### config.mk
export PLATFORM = sky130hd
export DESIGN_NAME = seg_scan_controller_flat
export DESIGN_NICKNAME = d
export VERILOG_FILES = /design/src/rtl/seg_scan_if.sv /design/src/rtl/seg_scan_controller.sv /design/src/flat_wrapper.sv
export SDC_FILE = /design/constraint.sdc
export NUM_CORES = 1
export LEC_CHECK = 0
export CORE_ASPECT_RATIO = 1.25
export CORE_UTILIZATION = 52
export CTS_CLUSTER_DIAMETER = 80
export DETAILED_ROUTE_END_ITERATION = 12
export PLACE_DENSITY = 0.84
export SLEW_MARGIN = 20
export SYNTH_ARGS = -nofsm -noshare
export SYNTH_HDL_FRONTEND = slang
export SYNTH_SLANG_ARGS = --single-unit
### constraint.sdc
create_clock -name clk -period 3.06 [get_ports clk]
set_input_delay 0.459 -clock clk [delete_from_list [all_inputs] [get_ports clk]]
set_output_delay 0.459 -clock clk [all_outputs]
set_load 0.01 [all_outputs]
### src/rtl/seg_scan_if.sv
// ============================================================================
// Module      : seg_scan_if
// Description : Digit-pattern load/control and multiplexed display bundle for
//               the 4-digit segment scan controller.
// Revision    : 1.0 - initial release
// ============================================================================
`default_nettype none

interface seg_scan_if;
  logic [6:0] digit0;
  logic [6:0] digit1;
  logic [6:0] digit2;
  logic [6:0] digit3;
  logic       load;
  logic       lz_blank;
  logic       blink_en;
  logic [6:0] seg;
  logic [3:0] an;
  logic       frame_done;

  modport master (
    output digit0, digit1, digit2, digit3, load, lz_blank, blink_en,
    input  seg, an, frame_done
  );

  modport slave (
    input  digit0, digit1, digit2, digit3, load, lz_blank, blink_en,
    output seg, an, frame_done
  );
endinterface

`default_nettype wire

### src/rtl/seg_scan_controller.sv
// ============================================================================
// Module      : seg_scan_controller
// Description : Time-multiplexes four active-low 7-segment patterns onto a
//               common-anode display with dead time, LZ blanking and blink.
// Revision    : 1.0 - initial release
// ============================================================================
`default_nettype none

module seg_scan_controller #(
  parameter int REFRESH_DIV  = 100000,
  parameter int DEAD_CYCLES  = 16,
  parameter int BLINK_FRAMES = 128
) (
  input  wire logic   clk,
  input  wire logic   reset,
  seg_scan_if.slave   bus
);

  localparam int PRESC_W = $clog2(REFRESH_DIV);
  localparam int FC_W    = $clog2(BLINK_FRAMES + 1);

  localparam logic [6:0]         SEG_BLANK  = 7'b1111111;
  localparam logic [6:0]         SEG_ZERO   = 7'b0000001;
  localparam logic [3:0]         AN_OFF     = 4'b1111;
  localparam logic [PRESC_W-1:0] PRESC_LAST = PRESC_W'(REFRESH_DIV - 1);
  localparam logic [PRESC_W-1:0] DEAD_END   = PRESC_W'(DEAD_CYCLES);
  localparam logic [FC_W-1:0]    FC_LAST    = FC_W'(BLINK_FRAMES);

  typedef enum logic {
    PH_ON  = 1'b0,
    PH_OFF = 1'b1
  } phase_t;

  logic [PRESC_W-1:0] presc_q, presc_d;
  logic [1:0]         slot_q, slot_d;
  logic [FC_W-1:0]    frame_cnt_q, frame_cnt_d;
  phase_t             phase_q, phase_d;
  logic [3:0][6:0]    pending_q, pending_d;
  logic [3:0][6:0]    active_q, active_d;
  logic [6:0]         seg_q, seg_d;
  logic [3:0]         an_q, an_d;
  logic               frame_done_q, frame_done_d;

  logic               wrap;
  logic               boundary;
  logic [3:0]         blank_digit;
  logic               lit;

  always_comb begin
    wrap        = (presc_q == PRESC_LAST);
    boundary    = wrap && (slot_q == 2'd3);
    presc_d     = wrap ? '0 : presc_q + PRESC_W'(1);
    slot_d      = wrap ? slot_q + 2'd1 : slot_q;
    pending_d   = bus.load ? {bus.digit3, bus.digit2, bus.digit1, bus.digit0}
                           : pending_q;
    active_d    = boundary ? pending_q : active_q;
    frame_cnt_d = frame_cnt_q;
    phase_d     = phase_q;
    if (boundary) begin
      if (frame_cnt_q + FC_W'(1) == FC_LAST) begin
        frame_cnt_d = '0;
        phase_d     = (phase_q == PH_ON) ? PH_OFF : PH_ON;
      end else begin
        frame_cnt_d = frame_cnt_q + FC_W'(1);
      end
    end
  end

  // Outputs are computed from the post-edge state so they line up with the counters.
  always_comb begin
    blank_digit[3] = bus.lz_blank && (active_d[3] == SEG_ZERO);
    blank_digit[2] = blank_digit[3] && (active_d[2] == SEG_ZERO);
    blank_digit[1] = blank_digit[2] && (active_d[1] == SEG_ZERO);
    blank_digit[0] = 1'b0;

    lit = (presc_d >= DEAD_END) && !blank_digit[slot_d]
          && !(bus.blink_en && (phase_d == PH_OFF));

    an_d         = lit ? ~(4'b0001 << slot_d) : AN_OFF;
    seg_d        = lit ? active_d[slot_d] : SEG_BLANK;
    frame_done_d = boundary;
  end

  always_ff @(posedge clk) begin
    if (reset) begin
      presc_q      <= '0;
      slot_q       <= 2'd0;
      frame_cnt_q  <= '0;
      phase_q      <= PH_ON;
      pending_q    <= {4{SEG_BLANK}};
      active_q     <= {4{SEG_BLANK}};
      seg_q        <= SEG_BLANK;
      an_q         <= AN_OFF;
      frame_done_q <= 1'b0;
    end else begin
      presc_q      <= presc_d;
      slot_q       <= slot_d;
      frame_cnt_q  <= frame_cnt_d;
      phase_q      <= phase_d;
      pending_q    <= pending_d;
      active_q     <= active_d;
      seg_q        <= seg_d;
      an_q         <= an_d;
      frame_done_q <= frame_done_d;
    end
  end

  assign bus.seg        = seg_q;
  assign bus.an         = an_q;
  assign bus.frame_done = frame_done_q;

endmodule

`default_nettype wire

### src/flat_wrapper.sv
// flat-port wrapper written by rule: the top's interface ports become plain ports
module seg_scan_controller_flat 
#(
  parameter int REFRESH_DIV  = 100000,
  parameter int DEAD_CYCLES  = 16,
  parameter int BLINK_FRAMES = 128
)
  (clk, reset, bus_digit0, bus_digit1, bus_digit2, bus_digit3, bus_load, bus_lz_blank, bus_blink_en, bus_seg, bus_an, bus_frame_done);
  seg_scan_if bus_i ();
  input  wire logic clk;
  input  wire logic reset;
  input wire logic [$bits(bus_i.digit0)-1:0] bus_digit0;
  input wire logic [$bits(bus_i.digit1)-1:0] bus_digit1;
  input wire logic [$bits(bus_i.digit2)-1:0] bus_digit2;
  input wire logic [$bits(bus_i.digit3)-1:0] bus_digit3;
  input wire logic [$bits(bus_i.load)-1:0] bus_load;
  input wire logic [$bits(bus_i.lz_blank)-1:0] bus_lz_blank;
  input wire logic [$bits(bus_i.blink_en)-1:0] bus_blink_en;
  output wire logic [$bits(bus_i.seg)-1:0] bus_seg;
  output wire logic [$bits(bus_i.an)-1:0] bus_an;
  output wire logic [$bits(bus_i.frame_done)-1:0] bus_frame_done;
  assign bus_i.digit0 = bus_digit0;
  assign bus_i.digit1 = bus_digit1;
  assign bus_i.digit2 = bus_digit2;
  assign bus_i.digit3 = bus_digit3;
  assign bus_i.load = bus_load;
  assign bus_i.lz_blank = bus_lz_blank;
  assign bus_i.blink_en = bus_blink_en;
  assign bus_seg = bus_i.seg;
  assign bus_an = bus_i.an;
  assign bus_frame_done = bus_i.frame_done;
  seg_scan_controller #(.REFRESH_DIV(REFRESH_DIV), .DEAD_CYCLES(DEAD_CYCLES), .BLINK_FRAMES(BLINK_FRAMES)) u_core (.clk(clk), .reset(reset), .bus(bus_i));
endmodule
==> impl_metrics.toml, run 1 <==
[grt]
grt_pass1_vias = 3635
antenna_found_initial = 0
overflow = 0
largest_net_degree_at_the_start_of_global_routing = 70
total_routing_resource_utilization_after_global_routing_pct = 24.2
grt_first_pass_wirelength_mm = 17.3

[floorplan]
die_area_mm2 = 0.00919
floorplan.core_area_mm2 = 0.00838
start_util_pct = 54.7
die_x_um = 85.9
dieHeight_um = 107
boundaryPins = 45
rows = 37

[yosys]
ys_top_cells_by_area = "sky130_fd_sc_hd__dfxtp_1 42%, sky130_fd_sc_hd__a211o_1 5.4%, sky130_fd_sc_hd__nor2b_1 4.6%, sky130_fd_sc_hd__mux2i_1 4.6%, sky130_fd_sc_hd__nand2_1 4.4%"
share_of_the_synthesized_area_in_the_top_cell_type_pct = 42.0
synth_area_mm2 = 0.00458
syn_avg_cell_area_um2 = 9.09
synth.net_count = 540
yosys-top-cells-count = "96 x sky130_fd_sc_hd__dfxtp_1, 54 x sky130_fd_sc_hd__nand2_1, 37 x sky130_fd_sc_hd__nor2_1"
yosys.area.top_type = "sky130_fd_sc_hd__dfxtp_1"
asyncSetResetFlopFracSynth_pct = 0
synth.yosys.warnings = 0
number_of_different_library_cells_in_the_post_synthesis_netlist = 59
flip_flop_and_latch_count_after_synthesis = 96
gate_count_after_technology_mapping = 504
number_of_flops_mapped_to_enable_cells_by_yosys = 0
synth_top_flop_cell = "sky130_fd_sc_hd__dfxtp_1"
synth.most_common_cell = "sky130_fd_sc_hd__dfxtp_1"
seq_area_frac_synth_pct = 42.0

[setup_path]
crit_chain = "ha_1 -> nor4bb_4 -> and4_1 -> nand3_1 -> a311oi_2 -> xor2_1 -> a2111oi_4 -> nand3_1"
setup.worst_path.class = "register to register"
worstPathRequired_ps = 3300
critical_path.slowest_cell = "sky130_fd_sc_hd__a2111oi_4"
endpoint_kind = "register"
slowest_delay_ps = 660
critical_path_arrival_ps = 3000
crit_path_max_fanout = 9
reg2reg_to = "u_core.bus.an[1]"
r2r_setup_slack_ps = 300
timing.critical_path.from_type = "register"
cpMostUsedCell = "sky130_fd_sc_hd__nand3_1"
regToRegStartpoint = "u_core.presc_q[0]"
reg2regPathDepth = 8

[clock_tree]
cts_tree = "yes"
clk_pin_slew_ps = 90
ctsHoldBuffers = 0
cts.repair_timing.setup_buffer_count = 0
clock_tree.buffer_depth = 2
tritoncts_sink_count = 96
ctsResizeCount = 0
clock_latency_at_the_later_pin_of_the_worst_skew_pair_ps = 370
h-tree-depth = 3
numCtsBuffers = 9
ctsRootBufferMaster = "sky130_fd_sc_hd__clkbuf_8"

[timing]
slew_violations = 0
fmax_mhz = 362
final-hold-violation-count = 0
grt_setup_unrepaired = "false"
timing_worst_slew_pin_value_ps = 876
final.setup.tns_ps = 0
clock_tree_skew_after_final_layout_ps = 11.4
post-route-worst-setup-slack_ps = 295
setup_viol = 0
min_period_ps = 2760
post-route-period-util_pct = 90.4
slew-limit-headroom_pct = 41.6

[place]
place_worst_setup_slack_ps = 203
placement.io_buffers = 44
post_detailed_placement_half_perimeter_wirelength_mm = 7.40
place.gp.congestion = 0.924
placed_area_mm2 = 0.00510
numPlacedInstances = 645

[power_and_ir_drop]
final_power_mw = 2.17
vdd_ir_drop_max_mv = 0.301
total_leakage_power_nw = 1.98
power.density_mw_per_mm2 = 412

[flow_run]
max_cap_viol_count = 0

[route]
firstDrtPassIters = 5
routed-via-count = 3749
drt_iter0_markers = 167
vias_per_cell = 5.68
wl_per_cell_um = 15.6
drtAntennaViolNets = 0
drt_drc_violations_left = 0
postRouteWirelength_mm = 10.3

[hold_path]
hold_class = "register to register"
min_to = "u_core.presc_q[0]"
hold_path_startpoint = "u_core.presc_q[0]"
hold_path_depth = 1

[layout]
post_route_cells_drive_above_1_share_pct = 9.02
areaGrowthSynthToFinish_pct = 15.0
final_area_mm2 = 0.00527
diodes = 0
final_net_count = 575
fillCellCount = 741
final-instance-count-excl-fill = 660

[run_status]
run_status = "finished, final reports clean"
-- worst max-delay path, delay by kind of cell (launching register included) --
| family | cells | cell delay [ps] |
|---|---|---|
| fa+ha+maj | 1 | 250 |
| flops | 1 | 370 |
| simple gates | 4 | 810 |
| compound gates | 2 | 990 |
| xor+xnor | 1 | 210 |
-- worst max path at each step --
| stage | startpoint | to | slack [ps] |
|---|---|---|---|
| final | u_core.presc_q[0] | u_core.bus.an[1] | 300 |
| after global routing | u_core.presc_q[0] | u_core.bus.an[1] | 50 |
| after CTS | u_core.presc_q[0] | u_core.bus.an[1] | 190 |
| after detailed placement | u_core.presc_q[0] | u_core.bus.an[1] | 200 |
| after global placement | u_core.presc_q[0] | u_core.bus.an[2] | 370 |
| after floorplan | u_core.presc_q[0] | u_core.bus.an[1] | 550 |
-- through the flow --
stage                     util [%]  hold slack (ps)
after CTS                     62.9              464
after detailed placement      60.8              444
after floorplan                  -              418
after global routing          62.9              496
final                         62.9              462
after global placement        60.8              433
-- kinds of logic after synthesis --
family / share of synthesized area (%)
simple gates: 29.6
flops: 42.0
compound gates: 12.9
buf+inv: 3.96
xor+xnor: 5.16
mux: 5.57
fa+ha+maj: 0.820
-- final cells by class --
| cell class | instances | area, µm² | share of cell area (%) |
|---|---|---|---|
| Clock buffer | 10 | 138 | 2.61 |
| Timing Repair Buffer | 57 | 528 | 10.0 |
| Tap cell | 117 | 146 | 2.78 |
| Clock inverter | 5 | 33.8 | 0.641 |
| Multi-Input combinational cell | 369 | 2480 | 47.0 |
| Inverter | 6 | 22.5 | 0.428 |
| Sequential cell | 96 | 1920 | 36.5 |
-- registers in the layout, indices dropped and copies added, names as in the netlist --
name,count
u_core.active_q,28
u_core.bus.an,4
u_core.bus.frame_done,1
u_core.bus.seg,7
u_core.frame_cnt_q,8
u_core.pending_q,28
u_core.phase_q,1
u_core.presc_q,17
u_core.slot_q,2
-- where the power goes --
part,leakage (nW),internal (mW),switching [mW]
combinational,1.11,0.0770,0.0485
sequential,0.784,1.28,0.0251
clock,0.0841,0.311,0.432
total,1.98,1.67,0.506
-- layer usage --
layer	up-vias	routed length (µm)	global-route usage, %
met5	-	0	0
met4	0	444	15.1
met3	30	314	3.31
met2	94	5030	40.4
met1	1767	4500	29.3
li1	1858	-	-
-- cells in the final DEF (no fill, tap or decap), drive strengths merged, types with 5 or more instances in the layout --
cell type | netlist | final
nor3b | 7 | 7
and3 | 8 | 8
dfxtp | 96 | 96
xor2 | 12 | 12
nand3b | 16 | 16
clkbuf | 22 | 10
inv | 6 | 6
a2111oi | 7 | 7
nor2 | 38 | 38
a311oi | 6 | 6
nand2b | 16 | 16
nor4 | 7 | 7
o21ai | 6 | 6
a21oi | 9 | 9
nor2b | 34 | 34
xnor2 | 15 | 15
a211o | 28 | 28
and2 | 5 | 5
buf | 11 | 15
nand2 | 55 | 55
nand3 | 13 | 13
clkdlybuf4s50 | 0 | 42
mux2i | 21 | 21
nor3 | 21 | 21
nand4 | 9 | 9
(Power assumes the default switching activity.)
==> run 2: changes to the inputs <==
--- a/config.mk
+++ b/config.mk
@@ -9,6 +9,7 @@
 export CORE_UTILIZATION = 52
 export CTS_CLUSTER_DIAMETER = 80
 export DETAILED_ROUTE_END_ITERATION = 12
+export HOLD_SLACK_MARGIN = 0.12
 export PLACE_DENSITY = 0.84
 export SLEW_MARGIN = 20
 export SYNTH_ARGS = -nofsm -noshare
==> results of run 2 <==
No change in the layout: final DEF, timing and power equal those of run 1.
